$ cat src/rtl/spice_relax_sequencer.sv
// Relaxation sequencer for the switch-level node network: sweeps all nodes,
// writes back saturated v+i, and repeats until settled or the sweep cap is hit.
module spice_relax_sequencer #(
    parameter int W         = 16,
    parameter int AW        = 8,
    parameter int NUM_NODES = 200,
    parameter int MIN_ITERS = 4,
    parameter int MAX_ITERS = 32,
    parameter int EPS       = 16
) (
    input  logic          eclk,
    input  logic          ereset,
    input  logic          step_req,
    output logic          step_ack,
    output logic          busy,
    output logic          rd_en,
    output logic [AW-1:0] rd_addr,
    input  logic [W-1:0]  rd_v,
    input  logic [W-1:0]  rd_i,
    output logic          wr_en,
    output logic [AW-1:0] wr_addr,
    output logic [W-1:0]  wr_v,
    output logic [7:0]    iter_count,
    output logic          converged,
    output logic          timeout
);

    typedef enum logic [2:0] {
        S_IDLE,
        S_SWEEP,
        S_DRAIN,
        S_CHECK,
        S_DONE
    } state_t;

    localparam logic [AW-1:0] LAST_ADDR = AW'(NUM_NODES - 1);
    localparam logic [7:0]    MIN_IT    = 8'(MIN_ITERS);
    localparam logic [7:0]    MAX_IT    = 8'(MAX_ITERS);
    localparam logic [W-1:0]  EPS_V     = W'(EPS);
    localparam logic [W-1:0]  POS_MAX   = {1'b0, {(W-1){1'b1}}};
    localparam logic [W-1:0]  NEG_MIN   = {1'b1, {(W-1){1'b0}}};

    state_t        state_q, state_d;
    logic [AW-1:0] addr_q, addr_d;
    logic          wr_valid_q, wr_valid_d;
    logic [AW-1:0] wr_addr_q, wr_addr_d;
    logic [W-1:0]  max_q, max_d;
    logic [7:0]    iter_q, iter_d;
    logic          conv_q, conv_d;
    logic          tmo_q, tmo_d;

    logic [W:0]    sum;
    logic [W-1:0]  sat_v;
    logic [W-1:0]  mag;
    logic [7:0]    iter_inc;

    // Overflow is visible as disagreement between the two top bits of the widened sum.
    always_comb begin
        sum = {rd_v[W-1], rd_v} + {rd_i[W-1], rd_i};
        if (sum[W] != sum[W-1]) begin
            sat_v = sum[W] ? NEG_MIN : POS_MAX;
        end else begin
            sat_v = sum[W-1:0];
        end
        if (rd_i == NEG_MIN) begin
            mag = POS_MAX;
        end else if (rd_i[W-1]) begin
            mag = ~rd_i + 1'b1;
        end else begin
            mag = rd_i;
        end
    end

    always_ff @(posedge eclk or posedge ereset) begin
        if (ereset) begin
            state_q    <= S_IDLE;
            addr_q     <= '0;
            wr_valid_q <= 1'b0;
            wr_addr_q  <= '0;
            max_q      <= '0;
            iter_q     <= '0;
            conv_q     <= 1'b0;
            tmo_q      <= 1'b0;
        end else begin
            state_q    <= state_d;
            addr_q     <= addr_d;
            wr_valid_q <= wr_valid_d;
            wr_addr_q  <= wr_addr_d;
            max_q      <= max_d;
            iter_q     <= iter_d;
            conv_q     <= conv_d;
            tmo_q      <= tmo_d;
        end
    end

    always_comb begin
        state_d    = state_q;
        addr_d     = addr_q;
        wr_valid_d = (state_q == S_SWEEP);
        wr_addr_d  = addr_q;
        max_d      = max_q;
        iter_d     = iter_q;
        conv_d     = conv_q;
        tmo_d      = tmo_q;
        iter_inc   = iter_q + 8'd1;

        if (wr_valid_q && (mag > max_q)) begin
            max_d = mag;
        end

        case (state_q)
            S_IDLE: begin
                if (step_req) begin
                    state_d = S_SWEEP;
                    addr_d  = '0;
                    max_d   = '0;
                    iter_d  = '0;
                    conv_d  = 1'b0;
                    tmo_d   = 1'b0;
                end
            end
            S_SWEEP: begin
                if (addr_q == LAST_ADDR) begin
                    state_d = S_DRAIN;
                    addr_d  = '0;
                end else begin
                    addr_d  = addr_q + 1'b1;
                end
            end
            S_DRAIN: begin
                state_d = S_CHECK;
            end
            S_CHECK: begin
                iter_d = iter_inc;
                // Convergence is tested first so it wins when the cap is also reached.
                if ((iter_inc >= MIN_IT) && (max_q < EPS_V)) begin
                    conv_d  = 1'b1;
                    state_d = S_DONE;
                end else if (iter_inc == MAX_IT) begin
                    tmo_d   = 1'b1;
                    state_d = S_DONE;
                end else begin
                    max_d   = '0;
                    addr_d  = '0;
                    state_d = S_SWEEP;
                end
            end
            S_DONE: begin
                state_d = S_IDLE;
            end
            default: begin
                state_d = S_IDLE;
            end
        endcase
    end

    assign step_ack   = (state_q == S_DONE);
    assign busy       = (state_q != S_IDLE);
    assign rd_en      = (state_q == S_SWEEP);
    assign rd_addr    = addr_q;
    assign wr_en      = wr_valid_q;
    assign wr_addr    = wr_addr_q;
    assign wr_v       = wr_valid_q ? sat_v : '0;
    assign iter_count = iter_q;
    assign converged  = conv_q;
    assign timeout    = tmo_q;

endmodule

$ cat config.mk
export PLATFORM = sky130hd
export DESIGN_NAME = spice_relax_sequencer
export DESIGN_NICKNAME = d
export VERILOG_FILES = /design/src/rtl/spice_relax_sequencer.sv
export SDC_FILE = /design/constraint.sdc
export NUM_CORES = 1
export LEC_CHECK = 0
export ABC_AREA = 1
export CAP_MARGIN = 10
export CORE_ASPECT_RATIO = 0.75
export CORE_UTILIZATION = 49
export DETAILED_ROUTE_END_ITERATION = 8
export GPL_TIMING_DRIVEN = 1
export PLACE_DENSITY = 0.76
export SLEW_MARGIN = 30
export SYNTH_ARGS = -nofsm -noshare
export SYNTH_HDL_FRONTEND = slang
export SYNTH_SLANG_ARGS = --single-unit
$ cat constraint.sdc
create_clock -name eclk -period 4.3 [get_ports eclk]
set_input_delay 0.86 -clock eclk [delete_from_list [all_inputs] [get_ports eclk]]
set_output_delay 0.86 -clock eclk [all_outputs]
set_load 0.005 [all_outputs]
======== Yosys cells after proc, flatten, opt, wreduce, memory -nomap -nowiden ========
Cells that the tools add are included.
storage, ports and cells
  output and inout bits ................... 46
  input bits .............................. 35
  register bits after elaboration ......... 46
  word-level logic and storage cells ...... 68
cells by class
  muxes and demuxes ....................... 27
  add/sub/neg operators ................... 4
  magnitude comparators ................... 3
  reduce and logical (&&, ||, !) cells .... 11
  equality and inequality tests ........... 14
  bitwise logic cells ..................... 1
operators by type and width
  operator                 number
  $mux W16                 9
  $mux W8                  4
  $pmux W16 S2             1
  $pmux W8 S3              1
  $add A16 B16 Y17         1
  $add A16 B1 Y16 const B  1
  $add A8 B1 Y8 const B    2
  $eq A16 B16 Y1 const B   1
  $gt A16 B16 Y1           1
  $lt A16 B5 Y1 const B    1
  $not A16 Y16             1
  $pmux W8 S2              1
  $mux W3                  4
  $pmux W3 S4              1
  $ne A2 B2 Y1 const B     5
  $eq A8 B6 Y1 const B     1
  $eq A8 B8 Y1 const B     1
  $ge A8 B3 Y1 const B     1
  $reduce_and A4 Y1        2
  $eq A3 B2 Y1 const B     2
  $reduce_bool A3 Y1       2
  $mux W1                  4
  $pmux W1 S2              2
  $reduce_and A2 Y1        2
  other kinds (8)          9

======== Longest topological paths before layout ========
Gate-level depths: netlist of run 1.
  depth in word-level cells ............... 10
  mapped depth ............................ 22
  gate-level depth less buffers ........... 21

======== Worst setup path before layout of run 1 ========
No wires, ideal clock.
  kind .................................... in2out
  start point ............................. input rd_v[0]
  end point ............................... output wr_v[10]
  arrival time ............................ 2.555 ns
  buffers on the path ..................... 1
  setup slack ............................. 0.885 ns
  cell stages on the path ................. 14
  data required time ...................... 3.440 ns
  cell sequence ........................... ha_1 fa_1 nand2_1 nand2_1 nand3_1 nand2_1 nand2_1 nand2_1 nand2_1 nand2_2 a21oi_2 buf_4 nand2_1 inv_1
on the way
  word-level cells in the longest chain between the ends .. 4
  elaborated cells between the ends (all ways) .. 5
  those cells by class .................... 1 x add/sub; 1 x eq/ne; 3 x mux
RTL lines
  what                                             RTL line  source
  start: declaration                               18        input logic [W-1:0] rd_v,
  $add A16 B16 Y17 *                               59        sum = {rd_v[W-1], rd_v} + {rd_i[W-1], rd_i};
  $mux W16 / $ne A1 B1 Y1 (equally long branches)  61, 60
  $mux W16 *                                       60        if (sum[W] != sum[W-1]) begin
  $mux W16 *                                       163       assign wr_v = wr_valid_q ? sat_v : '0;
  end: declaration                                 22        output logic [W-1:0] wr_v,
Every way passes the cells marked *; elsewhere a longest branch is shown, timed or not.

======== Worst setup path in the final report of run 1 ========
  start point ............................. input rd_v[9]
  end point ............................... output wr_v[15]
Same word-level chain as after synthesis.

==> reports/metrics.yaml, run 1 <==
status: "finished clean"
syn_to_final_growth_pct: 39.1
h-tree-depth: 2
antenna_found_initial: 0
path_clk_slew_ns: 0.06
finalHoldViolCount: 0
netlist_area_um2: 4200
cp_max_fo: 4
gp_congestion: 0.943
crit_type: "primary input to primary output"
maxSlewViolCount: 0
grt.overflow.total: 0
worst-endpoint-required_ns: 3.44
start_kind: "primary input"
p_leak_nw: 3.23
ys_seq_area_frac: 0.274
relSlewSlack: 0.511
wl_per_cell_um: 13.5
clock-sinks: 46
min_path_type: "register to register"
cts_tree: "built"
synth_nets: 718
setup_viol: 0
synth-xor-area-share: 0.0459
drcViolationCount: 0
synth_compound_area_frac: 0.0799
final_common_cell: "nand2_1"
drt_first_pass_iters: 5
die_h_um: 82.1
num_antenna_cells: 0
synth_top_family_by_area: "simple AND/OR/NAND/NOR gates"
synth_fa_ha_area_frac: 0.112
clock_skew_ns: 0.00288
via_per_inst: 5.16
fp-row-count: 28
ant_nets: 0
die_area_um2: 8940
grt_pass1_wl_um: 18500
port_buffers: 80
synth_mux_area_frac: 0
grt_usage: 0.263
drive_gt1_frac: 0.137
cts_buffers: 5
ys_ff_latch: 46
clock.fmax_ghz: 0.248
synthCells: 646
drtIter0Drc: 285
worstPathArrival_ns: 3.18
synth_cell_types: 32
final_nets: 831
end_kind: "primary output"
cts_buffer_depth: 2
max-cap-violations: 0
cts-root-buf: "clkbuf_16"
place_area_um2: 5330
clk_latency_ns: 0.29
wirelength_um: 11700
pin_count: 81
die-width_um: 109
grt_max_degree: 47
tns_ns: 0
fin_area_um2: 5840
p_per_area_nw_per_um2: 331
tightest_slew_ns: 0.729
ys_warn_count: 0
hold_buffers: 0
start_util: 0.519
dp_hpwl_um: 8840
vdd_drop_max_mv: 0.284
avgSynthCellArea_um2: 6.50
min_period_over_period: 0.939
layout_common_cells: "nand2_1, inv_1, nor2_1, clkdlybuf4s50_1, nand3_1"
fin_crit_ns: 4.04
num_vias: 4463
synthSimpleGateAreaFrac: 0.374
rsz0062_at_grt: "false"
core_um2: 8090
grt_pass1_vias: 4066
## cell usage after synthesis, drive strengths merged
library cell    n  area share
nand2         200        0.18
inv           111       0.099
nor2           66       0.070
nand3          49       0.061
dfrtp          46        0.27
ha             36        0.11
o21ai          29       0.035
a21oi          27       0.033
nand4          17       0.025
nor3           12       0.016
xnor2          11       0.023
xor2           11       0.023
or2             7       0.010
buf             5       0.011
and2            4      0.0060
clkbuf          4      0.0036
nor4            2      0.0030
o211ai          2      0.0036
o21a            2      0.0036
o22ai           2      0.0030
a22o            1      0.0021
and3            1      0.0015
fa              1      0.0048
## repair_timing
item,CTS,global route
resized for setup,5,61
gates cloned,0,1
buffers inserted,0,2
pin swaps,0,8
endpoints found under the setup margin,15,15
## through the flow
stage	utilization	power, mW	instances	worst slack, ns	hold slack [ns]
detailed placement	0.659	1.45	854	-0.0694	0.442
global placement	0.659	1.41	854	0.00678	0.443
finish	0.721	1.93	865	0.264	0.461
CTS	0.684	1.91	862	0.00624	0.457
global route	0.721	2.11	865	0.159	0.484
floorplan	-	1.13	646	0.885	0.434
## report_power, final
part           total [mW]  switching, mW  internal, mW
combinational       0.963          0.545         0.418
clock               0.438          0.163         0.275
sequential          0.531         0.0212         0.510
total                1.93          0.729          1.20
## routing by layer
metal | wire length, um | global-route usage | up-vias | part of all wire
li1 | - | - | 2260 | -
met1 | 5650 | 0.380 | 2050 | 0.48
met2 | 5150 | 0.414 | 141 | 0.44
met3 | 789 | 0.0534 | 12 | 0.068
met4 | 91 | 0.0378 | 0 | 0.0078
met5 | 0 | 0 | - | 0
## state kept, by name, summed over array words and instances, names as in the netlist
register,count
wr_en,1
iter_count,8
wr_addr,8
state_q,3
rd_addr,8
max_q,16
converged,1
timeout,1
## final timing paths
kind                                 end  slack (ns)  cells past startpoint          start
max                             wr_v[15]        0.26                     14        rd_v[9]
min in group asynchronous     wr_addr[7]        1.02                      3         ereset
max reg2reg                     max_q[3]        2.04                     12  iter_count[0]
max in group asynchronous  iter_count[3]        2.90                      3         ereset
min                           wr_addr[3]        0.46                      0     rd_addr[3]
min reg2reg                   wr_addr[3]        0.46                      0     rd_addr[3]
## cells by family after synthesis
group           Yosys count
fa+ha+maj                37
simple gates            358
xor+xnor                 22
flops                    46
compound gates           63
buf+inv                 120
## final cells by class
type	count	area, um2
clock buffers	5	125
repair buffers	115	1180
fillers	662	2250
inverters	111	417
flip-flops and latches	46	1150
well taps	105	131
clock inverters	3	43.8
multi-input cells	480	2790
## critical path: stages
cell	delay [ns]
clkdlybuf4s50_1	0.45
ha_4	0.31
nand2_2	0.09
inv_2	0.07
nand2_1	0.08
nor3_2	0.11
buf_4	0.14
nand2_1	0.06
nand2_1	0.10
nand2_2	0.08
nand2_4	0.10
inv_2	0.07
nor2_1	0.11
clkdlybuf4s50_1	0.53
(Power assumes the default switching activity.)
==> run 2, diff against run 1 <==
--- a/config.mk
+++ b/config.mk
@@ -12,6 +12,7 @@
 export DETAILED_ROUTE_END_ITERATION = 8
 export GPL_TIMING_DRIVEN = 1
 export PLACE_DENSITY = 0.76
+export SKIP_LAST_GASP = 1
 export SLEW_MARGIN = 30
 export SYNTH_ARGS = -nofsm -noshare
 export SYNTH_HDL_FRONTEND = slang
==> constraint.sdc (replaced) <==
create_clock -name eclk -period 4.3 [get_ports eclk]
set_input_delay 1.075 -clock eclk [delete_from_list [all_inputs] [get_ports eclk]]
set_output_delay 1.075 -clock eclk [all_outputs]
set_load 0.005 [all_outputs]
==> run 2 against run 1 <==
Against the previous run:
- sequential power hardly changed
- register-to-register slack improved by 0.04 ns
- fmax shrank 5.4%
- clock power hardly changed
- critical endpoint is now wr_v[10]
- global-route usage up 3.8 points
- final cell count up 4.7%
==> reports/metrics.yaml, run 2 (synthesized netlist as in run 1, its figures left out) <==
fin_area_um2: 6040  # +3.5%
pwr-share-clk: 0.220  # -0.007
die_h_um: 82.1  # unchanged
ant_nets: 0  # unchanged
crit_type: "primary input to primary output"
cts_tree: "built"
p_seq_frac: 0.267  # -0.008
clock.fmax_ghz: 0.234  # -5.4%
grt_pass1_vias: 4545  # +12%
setup.worst_path.end: "wr_v[10]"
p_comb_frac: 0.514  # +0.016
clock_skew_ns: 0.00213  # -0.000741 ns
grt_busiest_layer: "met2"
num_antenna_cells: 0  # unchanged
final_common_cell: "nand2_1"
cts-root-buf: "clkbuf_16"
clk_latency_ns: 0.29  # about the same
port_buffers: 80  # unchanged
drtIter0Drc: 402  # +41%
fin_crit_ns: 4.27  # +0.231 ns
wl_per_cell_um: 14.2  # +5.5%
maxSlewViolCount: 0  # unchanged
die_area_um2: 8940  # unchanged
drive_gt1_frac: 0.212  # +0.0754
grtUsageMet2: 0.487  # +0.0736
hold_buffers: 0  # unchanged
relSlewSlack: 0.555  # +0.0436
worst-endpoint-required_ns: 3.22  # -0.22 ns
regMostFlops: "max_q"
setup_viol: 0  # unchanged
grt_max_degree: 47  # unchanged
r2r-end: "max_q[3]"
p_leak_nw: 3.25  # +0.47%
cts_buffers: 5  # unchanged
fp-row-count: 28  # unchanged
start_util: 0.519  # unchanged
end_kind: "primary output"
multi_input_area_um2: 2880  # +3.2%
p_per_area_nw_per_um2: 329  # -0.58%
crit_start: "rd_i[8]"
pin_count: 81  # unchanged
num_vias: 4783  # +7.2%
cts_buffer_depth: 2  # unchanged
p_switching_mw: 0.774  # +6.1%
gp_congestion: 0.949  # +0.64%
grt_usage: 0.301  # +0.0377
min_path_type: "register to register"
worst-r2r-setup-slack_ns: 2.08  # +0.04 ns
vdd_drop_max_mv: 0.267  # -5.8%
seq_area_um2: 1150  # unchanged
finalHoldViolCount: 0  # unchanged
drt_first_pass_iters: 5  # unchanged
status: "finished clean"
path_clk_slew_ns: 0.06  # about the same
final_cells: 906  # +4.7%
drcViolationCount: 0  # unchanged
start_kind: "primary input"
max-cap-violations: 0  # unchanged
wirelength_um: 12900  # +10%
r2r_cells: 12  # unchanged
power_mw: 1.99  # +2.9%
largest_reg_flops: 16  # unchanged
reg2reg_from: "iter_count[1]"
tightest_slew_ns: 0.664  # -0.0651 ns
worstPathArrival_ns: 3.19  # about the same
cp_max_fo: 8  # +4
dp_hpwl_um: 9270  # +4.8%
netSwitchingFraction: 0.389  # +0.0117
core_um2: 8090  # unchanged
fillers: 584  # -12%
grt_pass1_wl_um: 20900  # +13%
h-tree-depth: 2  # unchanged
place_area_um2: 5580  # +4.6%
final_nets: 872  # +4.9%
die-width_um: 109  # unchanged
syn_to_final_growth_pct: 44.0
p_int_mw: 1.21  # +1.0%
layout_common_cells: "nand2_1, inv_1, buf_4, nor2_1, dfrtp_1"
use_met1: 0.420  # +0.0397
clock-sinks: 46  # unchanged
min_period_over_period: 0.992  # +0.0537
via_per_inst: 5.28  # +2.3%
antenna_found_initial: 0  # unchanged
met3_usage: 0.0463  # -0.00706
grt.overflow.total: 0  # unchanged
dpl.cell_count: 887  # +3.9%
run 2: repair_timing:
item | in CTS | in global routing
buffers inserted | 9 | 1
pin swaps | 19 | 9
hold endpoints to repair | 0 | 0
setup endpoints to repair | 16 | 21
resized for setup | 115 | 23
cloned | 3 | 0
run 2: power by group through the flow:
| stage | Clock (mW) | Combinational, mW | Sequential [mW] |
|---|---|---|---|
| floorplan | 0 | 0.602 | 0.532 |
| global placement | 0 | 0.915 | 0.536 |
| detailed placement | 0 | 0.958 | 0.539 |
| CTS | 0.442 | 1.02 | 0.531 |
| global route | 0.459 | 1.15 | 0.538 |
| finish | 0.437 | 1.02 | 0.531 |
run 2: routing by layer:
layer | up-vias | wire length (um)
met2 | 201 | 5840
met3 | 28 | 866
met1 | 2203 | 5970
met5 | - | 0
li1 | 2351 | -
met4 | 0 | 231
run 2: layout make-up:
class / instances / share of cell area
Multi-Input combinational cell: 482 / 0.477
Timing Repair Buffer: 154 / 0.214
Sequential cell: 46 / 0.190
Inverter: 111 / 0.0689
Tap cell: 105 / 0.0217
Clock buffer: 6 / 0.0213
Clock inverter: 2 / 0.00621
run 2: per-stage QoR:
step / util / setup slack [ns] / hold WS, ns / setup TNS [ns]
floorplan: - / 0.455 / 0.434 / 0
global placement: 0.690 / -0.440 / 0.439 / -6.58
detailed placement: 0.690 / -0.529 / 0.443 / -9.08
CTS: 0.750 / 0.00626 / 0.468 / 0
global route: 0.747 / -0.0436 / 0.494 / -0.0835
finish: 0.747 / 0.0330 / 0.465 / 0
run 2: how the worst min path moves through the flow:
stage,start,end,slack (ns),cells past startpoint
after floorplan,rd_addr[3],wr_addr[3],0.43,0
after global placement,rd_addr[3],wr_addr[3],0.44,0
after detailed placement,rd_addr[3],wr_addr[3],0.44,0
after CTS,rd_addr[3],wr_addr[3],0.47,0
after global routing,rd_addr[3],wr_addr[3],0.49,0
final,rd_addr[1],wr_addr[1],0.46,0
run 2: critical path, cell delays in order:
cell and delay [ns]:
dlygate4sd2_1 0.28, ha_4 0.29, buf_4 0.12, nand2_2 0.06, inv_2 0.07, nand2_2 0.06
inv_2 0.06, and2_1 0.13, nand2_1 0.10, nand2_2 0.09, nand2_1 0.08, nand2_2 0.11
buf_6 0.16, nand2_8 0.09, nand3_1 0.12, nand2_2 0.06, inv_1 0.05, clkdlybuf4s15_2 0.19
==> run 3, diff against run 2 <==
--- a/config.mk
+++ b/config.mk
@@ -12,7 +12,6 @@
 export DETAILED_ROUTE_END_ITERATION = 8
 export GPL_TIMING_DRIVEN = 1
 export PLACE_DENSITY = 0.76
-export SKIP_LAST_GASP = 1
 export SLEW_MARGIN = 30
 export SYNTH_ARGS = -nofsm -noshare
 export SYNTH_HDL_FRONTEND = slang
==> results of run 3 <==
No change in the layout: final DEF, timing and power equal those of run 2.
